==> config.mk <==
export PLATFORM = sky130hd
export DESIGN_NAME = lock_key_sweep_ctrl
export DESIGN_NICKNAME = d
export VERILOG_FILES = /design/src/rtl/lock_sim_pkg.sv /design/src/rtl/lock_golden_check.sv /design/src/rtl/lock_key_sweep_ctrl.sv
export SDC_FILE = /design/constraint.sdc
export NUM_CORES = 1
export LEC_CHECK = 0
export CORE_ASPECT_RATIO = 1.5
export CORE_UTILIZATION = 51
export DETAILED_ROUTE_END_ITERATION = 8
export HOLD_SLACK_MARGIN = 0.02
export PLACE_DENSITY = 0.95
export SKIP_LAST_GASP = 1
export SYNTH_ARGS = -nofsm -noshare
export SYNTH_HDL_FRONTEND = slang
export SYNTH_SLANG_ARGS = --single-unit
==> constraint.sdc <==
create_clock -name clk_i -period 6.3 [get_ports clk_i]
set_input_delay 0.945 -clock clk_i [delete_from_list [all_inputs] [get_ports clk_i]]
set_output_delay 0.945 -clock clk_i [all_outputs]
set_load 0.005 [all_outputs]
==> src/rtl/lock_sim_pkg.sv <==
// Shared types and widths for the locked-adder key sweep controller.
package lock_sim_pkg;

    localparam int KEY_W = 64;
    localparam int OP_W  = 32;
    localparam int RES_W = 33;

    typedef enum logic [2:0] {
        ST_IDLE   = 3'd0,
        ST_LOAD   = 3'd1,
        ST_APPLY  = 3'd2,
        ST_SETTLE = 3'd3,
        ST_CHECK  = 3'd4,
        ST_DONE   = 3'd5
    } state_t;

endpackage

==> src/rtl/lock_golden_check.sv <==
// Golden-sum register, result comparator and saturating mismatch counter
// for one sweep of the locked adder.
module lock_golden_check
    import lock_sim_pkg::*;
#(
    parameter int VEC_CNT_W = 16
) (
    input  logic                 clk_i,
    input  logic                 rst_i,
    input  logic                 clear_i,
    input  logic                 load_i,
    input  logic                 check_i,
    input  logic [OP_W-1:0]      add1_i,
    input  logic [OP_W-1:0]      add2_i,
    input  logic [RES_W-1:0]     result_i,
    input  logic [VEC_CNT_W-1:0] idx_i,
    output logic [RES_W-1:0]     golden_o,
    output logic                 mismatch_o,
    output logic [VEC_CNT_W-1:0] err_cnt_o,
    output logic [VEC_CNT_W-1:0] first_err_idx_o
);

    logic [RES_W-1:0]     golden_q;
    logic [VEC_CNT_W-1:0] err_cnt_q;
    logic [VEC_CNT_W-1:0] first_err_idx_q;

    assign mismatch_o      = check_i && (result_i != golden_q);
    assign golden_o        = golden_q;
    assign err_cnt_o       = err_cnt_q;
    assign first_err_idx_o = first_err_idx_q;

    always_ff @(posedge clk_i) begin
        if (rst_i) begin
            golden_q <= '0;
        end else if (load_i) begin
            golden_q <= RES_W'(add1_i) + RES_W'(add2_i);
        end
    end

    // err_cnt_q never returns to zero once it has counted, so zero means
    // "no mismatch yet in this sweep" even after saturation.
    always_ff @(posedge clk_i) begin
        if (rst_i || clear_i) begin
            err_cnt_q       <= '0;
            first_err_idx_q <= '0;
        end else if (mismatch_o) begin
            if (err_cnt_q != '1) begin
                err_cnt_q <= err_cnt_q + VEC_CNT_W'(1);
            end
            if (err_cnt_q == '0) begin
                first_err_idx_q <= idx_i;
            end
        end
    end

endmodule

==> src/rtl/lock_key_sweep_ctrl.sv <==
// Applies a candidate key and a stream of operand pairs to a locked adder,
// checks each result against a golden sum and reports the sweep outcome.
module lock_key_sweep_ctrl
    import lock_sim_pkg::*;
#(
    parameter int VEC_CNT_W = 16
) (
    input  logic                 clk_i,
    input  logic                 rst_i,
    input  logic                 start_i,
    input  logic [63:0]          key_i,
    input  logic [VEC_CNT_W-1:0] num_vec_i,
    input  logic                 vec_valid_i,
    output logic                 vec_ready_o,
    input  logic [31:0]          vec_add1_i,
    input  logic [31:0]          vec_add2_i,
    output logic [31:0]          dut_add1_o,
    output logic [31:0]          dut_add2_o,
    output logic [63:0]          dut_key_o,
    input  logic [32:0]          dut_result_i,
    output logic                 busy_o,
    output logic                 done_o,
    output logic                 pass_o,
    output logic [VEC_CNT_W-1:0] err_cnt_o,
    output logic [VEC_CNT_W-1:0] first_err_idx_o,
    output logic [2:0]           state_o
);

    state_t state_q, state_d;

    logic [KEY_W-1:0]     key_q;
    logic [OP_W-1:0]      add1_q;
    logic [OP_W-1:0]      add2_q;
    logic [VEC_CNT_W-1:0] num_vec_q;
    logic [VEC_CNT_W-1:0] idx_q;
    logic                 pass_q;

    logic                 accept_start;
    logic                 vec_fire;
    logic                 last_vec;
    logic                 in_check;
    logic [RES_W-1:0]     golden;
    logic                 mismatch;
    logic [VEC_CNT_W-1:0] err_cnt;
    logic [VEC_CNT_W-1:0] first_err_idx;

    // Vector handshake: an operand pair transfers on a rising edge where
    // vec_valid_i && vec_ready_o; ready is high only in APPLY and does not
    // depend on valid; the source must hold the pair stable until it transfers.
    assign vec_ready_o  = (state_q == ST_APPLY);
    assign vec_fire     = vec_valid_i && vec_ready_o;
    assign accept_start = (state_q == ST_IDLE) && start_i;
    assign in_check     = (state_q == ST_CHECK);
    assign last_vec     = (idx_q == (num_vec_q - VEC_CNT_W'(1)));

    always_ff @(posedge clk_i) begin
        if (rst_i) begin
            state_q <= ST_IDLE;
        end else begin
            state_q <= state_d;
        end
    end

    always_comb begin
        state_d = state_q;
        case (state_q)
            ST_IDLE:   if (start_i) state_d = ST_LOAD;
            ST_LOAD:   state_d = (num_vec_q == '0) ? ST_DONE : ST_APPLY;
            ST_APPLY:  if (vec_valid_i) state_d = ST_SETTLE;
            ST_SETTLE: state_d = ST_CHECK;
            ST_CHECK:  state_d = last_vec ? ST_DONE : ST_APPLY;
            ST_DONE:   state_d = ST_IDLE;
            default:   state_d = ST_IDLE;
        endcase
    end

    always_ff @(posedge clk_i) begin
        if (rst_i) begin
            key_q     <= '0;
            add1_q    <= '0;
            add2_q    <= '0;
            num_vec_q <= '0;
            idx_q     <= '0;
            pass_q    <= 1'b0;
        end else begin
            if (accept_start) begin
                key_q     <= key_i;
                num_vec_q <= num_vec_i;
                idx_q     <= '0;
                pass_q    <= 1'b0;
            end
            if (vec_fire) begin
                add1_q <= vec_add1_i;
                add2_q <= vec_add2_i;
            end
            if (in_check && !last_vec) begin
                idx_q <= idx_q + VEC_CNT_W'(1);
            end
            if (state_q == ST_DONE) begin
                pass_q <= (err_cnt == '0);
            end
        end
    end

    lock_golden_check #(
        .VEC_CNT_W(VEC_CNT_W)
    ) u_golden (
        .clk_i           (clk_i),
        .rst_i           (rst_i),
        .clear_i         (accept_start),
        .load_i          (vec_fire),
        .check_i         (in_check),
        .add1_i          (vec_add1_i),
        .add2_i          (vec_add2_i),
        .result_i        (dut_result_i),
        .idx_i           (idx_q),
        .golden_o        (golden),
        .mismatch_o      (mismatch),
        .err_cnt_o       (err_cnt),
        .first_err_idx_o (first_err_idx)
    );

    // pass_o shows the verdict during the DONE pulse itself, then holds it.
    assign pass_o          = (state_q == ST_DONE) ? (err_cnt == '0) : pass_q;
    assign busy_o          = (state_q != ST_IDLE);
    assign done_o          = (state_q == ST_DONE);
    assign err_cnt_o       = err_cnt;
    assign first_err_idx_o = first_err_idx;
    assign dut_add1_o      = add1_q;
    assign dut_add2_o      = add2_q;
    assign dut_key_o       = key_q;
    assign state_o         = state_q;

endmodule

Word level (Yosys, flattened, before mapping)
Cells that the tools add are included.
- $add $sub $neg: 4
- equality and inequality tests: 10
- multiplexer cells: 10
- reductions and logical operators: 15
- operators with widths (cell ; number):
    $add A32 B32 Y33 ; 1
    $ne A33 B33 Y1 ; 1
    $add A16 B1 Y16 const B ; 2
    $logic_not A16 Y1 ; 2
    $mux W16 ; 2
    $eq A16 B16 Y1 ; 1
    $ne A16 B16 Y1 const B ; 1
    $sub A16 B1 Y16 const B ; 1
    $pmux W3 S5 ; 1
    $mux W3 ; 4
    $eq A3 B2 Y1 const B ; 2
    $eq A3 B3 Y1 const B ; 2
    $reduce_and A2 Y1 ; 3
    $logic_and A1 B1 Y1 ; 4
    $ne A2 B2 Y1 const B ; 2
    $reduce_bool A2 Y1 ; 2
    $eq A3 B1 Y1 const B ; 1
    $logic_not A3 Y1 ; 1
    $mux W1 ; 3
    $reduce_bool A3 Y1 ; 1
    $logic_not A1 Y1 ; 1
    $logic_or A1 B1 Y1 ; 1
- flip-flop bits (word level): 229
- input port bits: 181
- output and inout bits: 167
- word-level logic and storage cells: 49

Depth between registers and ports, before layout
- word-level depth: 5
- depth in mapped cells: 12
- gate-level depth less buffers: 12

By module
A second synthesis with hierarchy kept.
- cell total of the unflattened synthesis: 1406
- area, all modules: 11230.8 um^2
- modules (own cells, without submodules) (module ; instances ; cells an instance ; area each (um^2) ; seq. area each (um^2)):
    lock_key_sweep_ctrl ; 1 ; 843 ; 6567.5 ; 3283.1
    lock_golden_check ; 1 ; 563 ; 4663.2 ; 1301.2

Worst setup path after synthesis
Ideal clock, no wire load.
- path type: input to register
- start point: input port vec_add1_i[0]
- end point: register u_golden.golden_q[16], in the netlist u_golden.golden_o[16]
- library setup time: 0.062 ns
- arrival: 3.280 ns
- data required time: 6.238 ns
- slack: 2.957 ns
- stages on the path: 12
- buffers on the path: 0
- cells stage by stage: ha_1 > inv_1 > fa_1 > nor2b_1 > o2111ai_1 > and4b_1 > o31ai_1 > a21oi_1 > o21bai_1 > a21boi_0 > or4_1 > nand3_1
- longest elaborated chain between the ends: 1
- ends and longest elaborated chain (what ; line ; text):
    from (decl) ; lock_key_sweep_ctrl.sv:15 ; input logic [31:0] vec_add1_i,
    $add A32 B32 Y33 ; lock_golden_check.sv:36 ; golden_q <= RES_W'(add1_i) + RES_W'(add2_i);
    to (signal assigned) ; lock_golden_check.sv:36 ;
    to (decl) ; lock_golden_check.sv:23 ; logic [RES_W-1:0] golden_q;
Every way passes these cells.
A chain may end at the register's enable or synchronous reset.

Final worst setup path
Ends and elaborated chain as after synthesis.

==> results.py <==
metrics = {
    "outcome": {
        "status": "finished clean",
    },
    "placed_design": {
        "post_dp_cell_area_um2": 14600,
        "place_ws_ps": 1950,
        "io_buffers": 347,
        "placed_cells": 1937,
        "dp_hpwl_mm": 25.5,
        "globalplace.congestion": 0.935,
    },
    "detailed_routing": {
        "detail_route.wl_per_cell_um": 18.0,
        "via_per_inst": 5.77,
        "dr.pass1.iters": 7,
        "ant_nets": 0,
        "drtIter0Drc": 918,
        "vias": 11417,
        "drt-total-wl_mm": 35.6,
        "drc": 0,
    },
    "cells_and_area": {
        "layout.nets": 1912,
        "nFillCells": 1462,
        "final_common_cell": "nand2_1",
        "areaGrowthSynthToFinish_pct": 39.8,
        "multi_input_area_um2": 6040,
        "drive_above_1_share_pct": 5.09,
        "fin_area_um2": 15300,
        "mostFrequentLayoutCells": "nand2_1 (375), clkdlybuf4s50_1 (346), dfxtp_1 (229)",
        "fin_cells": 1979,
        "area.sequential_um2": 4580,
    },
    "pwr": {
        "switching_power_w": 0.00126,
        "p_seq_share_pct": 39.9,
        "p_int_w": 0.00290,
        "switching_share_pct": 30.2,
        "share_comb_of_total_power_pct": 25.9,
        "total_power_w": 0.00416,
        "clockPowerShare_pct": 34.2,
        "ir_drop_uv": 314,
        "p_leak_nw": 5.64,
        "p_per_area_nw_per_um2": 271,
    },
    "yosys": {
        "ys_seq_area_share_pct": 41.8,
        "synthCells": 1387,
        "async_flop_share_pct": 0,
        "yosys_warnings": 0,
        "yosys.area.top_type": "dfxtp_1",
        "ys.flop_type": "dfxtp_1",
        "synth_edf_count": 0,
        "syn_nets": 1605,
        "synth-seq-cells": 229,
        "synth_top_area_share_pct": 41.8,
        "syn_area_um2": 11000,
        "syn_area_per_cell_um2": 7.91,
        "synth.distinct_cells": 69,
        "yosys-top-cells-area": "dfxtp_1 (42%), nand2_1 (13%), a21oi_1 (8.9%)",
    },
    "clock_tree": {
        "cts_setup_buffers": 0,
        "cts_tree": "yes",
        "clock_sinks": 229,
        "clk-insertion-delay-late_ps": 510,
        "clockBufferDepth": 3,
        "cts_buffers": 23,
        "root_buffer": "clkbuf_16",
        "clk_pin_slew_ps": 60,
        "cts_resized": 0,
        "cts_hold_buf": 0,
        "cts_max_level": 1,
    },
    "floorplanning": {
        "start_util_pct": 52.1,
        "core_um2": 21100,
        "placementRows": 65,
        "die_h_um": 182,
        "io_pins": 348,
        "die_x_um": 122,
        "die_area_um2": 22100,
    },
    "timing": {
        "fin_ws_ps": 2340,
        "finalHoldViolations": 0,
        "finalMaxSlewViolations": 0,
        "fmaxAchievable_ghz": 0.253,
        "skew_ps": 19.7,
        "worst_slew_pin_slew_ps": 1050,
        "setup_violations": 0,
        "min_period_ps": 3960,
        "setup_tns_ps": 0,
        "finalCritPeriodShare_pct": 62.8,
        "slew_headroom_pct": 29.9,
        "rsz0062_at_grt": "false",
    },
    "global_route": {
        "overflow": 0,
        "grt_pass1_wl_mm": 55.2,
        "grt_usage_pct": 31.1,
        "grt_max_degree": 97,
        "antenna_found_initial": 1,
        "grt_pass1_vias": 11533,
    },
    "worst_hold_path": {
        "min-delay-start": "dut_add1_o[17]",
        "hold_class": "reg -> reg",
        "hold_end": "dut_add1_o[17]",
        "hold_depth": 2,
    },
    "critical_path": {
        "ff2ff_path_depth": 9,
        "critPathMaxFanout": 3,
        "r2r_start": "num_vec_q[4]",
        "r2r-end": "idx_q[15]",
        "worst_ep_required_time_ps": 6750,
        "worstSetupEndpointType": "flip-flop",
        "r2r_slack_ps": 3020,
        "crit_arrival_ps": 4410,
        "cp-start-kind": "input pin",
        "crit_type": "in -> reg",
    },
    "job": {
        "cap_violations": 0,
    },
}
-- metal layers --
metal  GRT usage (%)  vias up  part of all wire, %
li1                -     5372                    -
met1            30.7     5315                   34
met2            57.9      565                   53
met3            6.28      165                  7.1
met4            19.5        0                  6.3
met5               0        -                    0
-- worst max path at each step --
stage	from	endpoint	depth (start not counted)	slack, ps
finish	vec_add1_i[0]	u_golden.golden_o[16]	13	2340
global placement	vec_add1_i[0]	u_golden.golden_o[16]	13	2000
CTS	vec_add1_i[0]	u_golden.golden_o[16]	13	2430
global route	vec_add1_i[0]	u_golden.golden_o[20]	13	2290
floorplan	vec_add1_i[0]	u_golden.golden_o[16]	12	2960
detailed placement	vec_add1_i[0]	u_golden.golden_o[20]	13	1950
-- power groups by stage --
stage | registers [W] | clock network [W] | logic (W)
floorplan | 0.00168 | 0 | 0.000590
global placement | 0.00168 | 0 | 0.00102
global route | 0.00167 | 0.00150 | 0.00117
detailed placement | 0.00169 | 0 | 0.00106
CTS | 0.00166 | 0.00144 | 0.00107
finish | 0.00166 | 0.00142 | 0.00108
-- cells by family (layout without fill, tap and decap cells) --
kind of cell    after synthesis  after routing  synth area share (%)
fa+ha+maj                    37             37                  4.29
xor+xnor                     85             85                  6.78
compound gates              325            325                  17.8
mux                          20             20                  1.85
flops                       229            229                  41.8
other cells                   0              1                     0
buf+inv                      94            417                  3.42
simple gates                597            597                  24.1
-- cell type report --
type | count | share of cell area, %
clock buffer | 28 | 4.07
timing repair buffer | 353 | 22.9
multi-input combinational | 1064 | 39.4
tap | 268 | 2.18
clock inverter | 13 | 0.995
inverter | 23 | 0.563
sequential | 229 | 29.9
antenna | 1 | 0.0163
-- metrics by stage --
stage,hold WS [ps],util (%)
floorplan,444,-
global placement,441,69.2
detailed placement,445,69.2
CTS,455,72.8
global route,470,72.9
finish,453,72.9
-- synthesized netlist by cell type (6+ instances only) --
cell and number:
nand2_1 376, dfxtp_1 229, a21oi_1 196, nor2_1 68
clkbuf_1 61, xor2_1 50, ha_1 36, xnor2_1 35
nand3_1 32, o21ai_0 24, inv_1 23, nor4_1 21
o21ai_2 20, and3_1 19, mux2i_1 18, nor3_1 17
a21o_1 12, nand4_1 12, a31oi_1 10, o211ai_1 8
a211oi_1 7, and2_1 7, o21a_1 7, o21bai_1 7
nand2b_1 6, nor2b_1 6
-- flip-flops by register name, indices dropped and copies added, names as in the netlist --
name,count
state_o,3
u_golden.golden_o,33
dut_add2_o,32
dut_add1_o,32
u_golden.err_cnt_o,16
pass_q,1
num_vec_q,16
dut_key_o,64
u_golden.first_err_idx_o,16
idx_q,16
-- worst max-delay path, cell delays in order --
cell	delay (ps)
clkdlybuf4s50_1	520
ha_1	220
inv_1	70
fa_1	370
nor2b_1	210
o2111ai_1	250
and4b_1	270
o31ai_1	550
a21oi_1	140
o21bai_1	210
a21boi_0	150
or4_1	410
nand3_1	70
No activity file was read; power rests on OpenSTA's default activity.
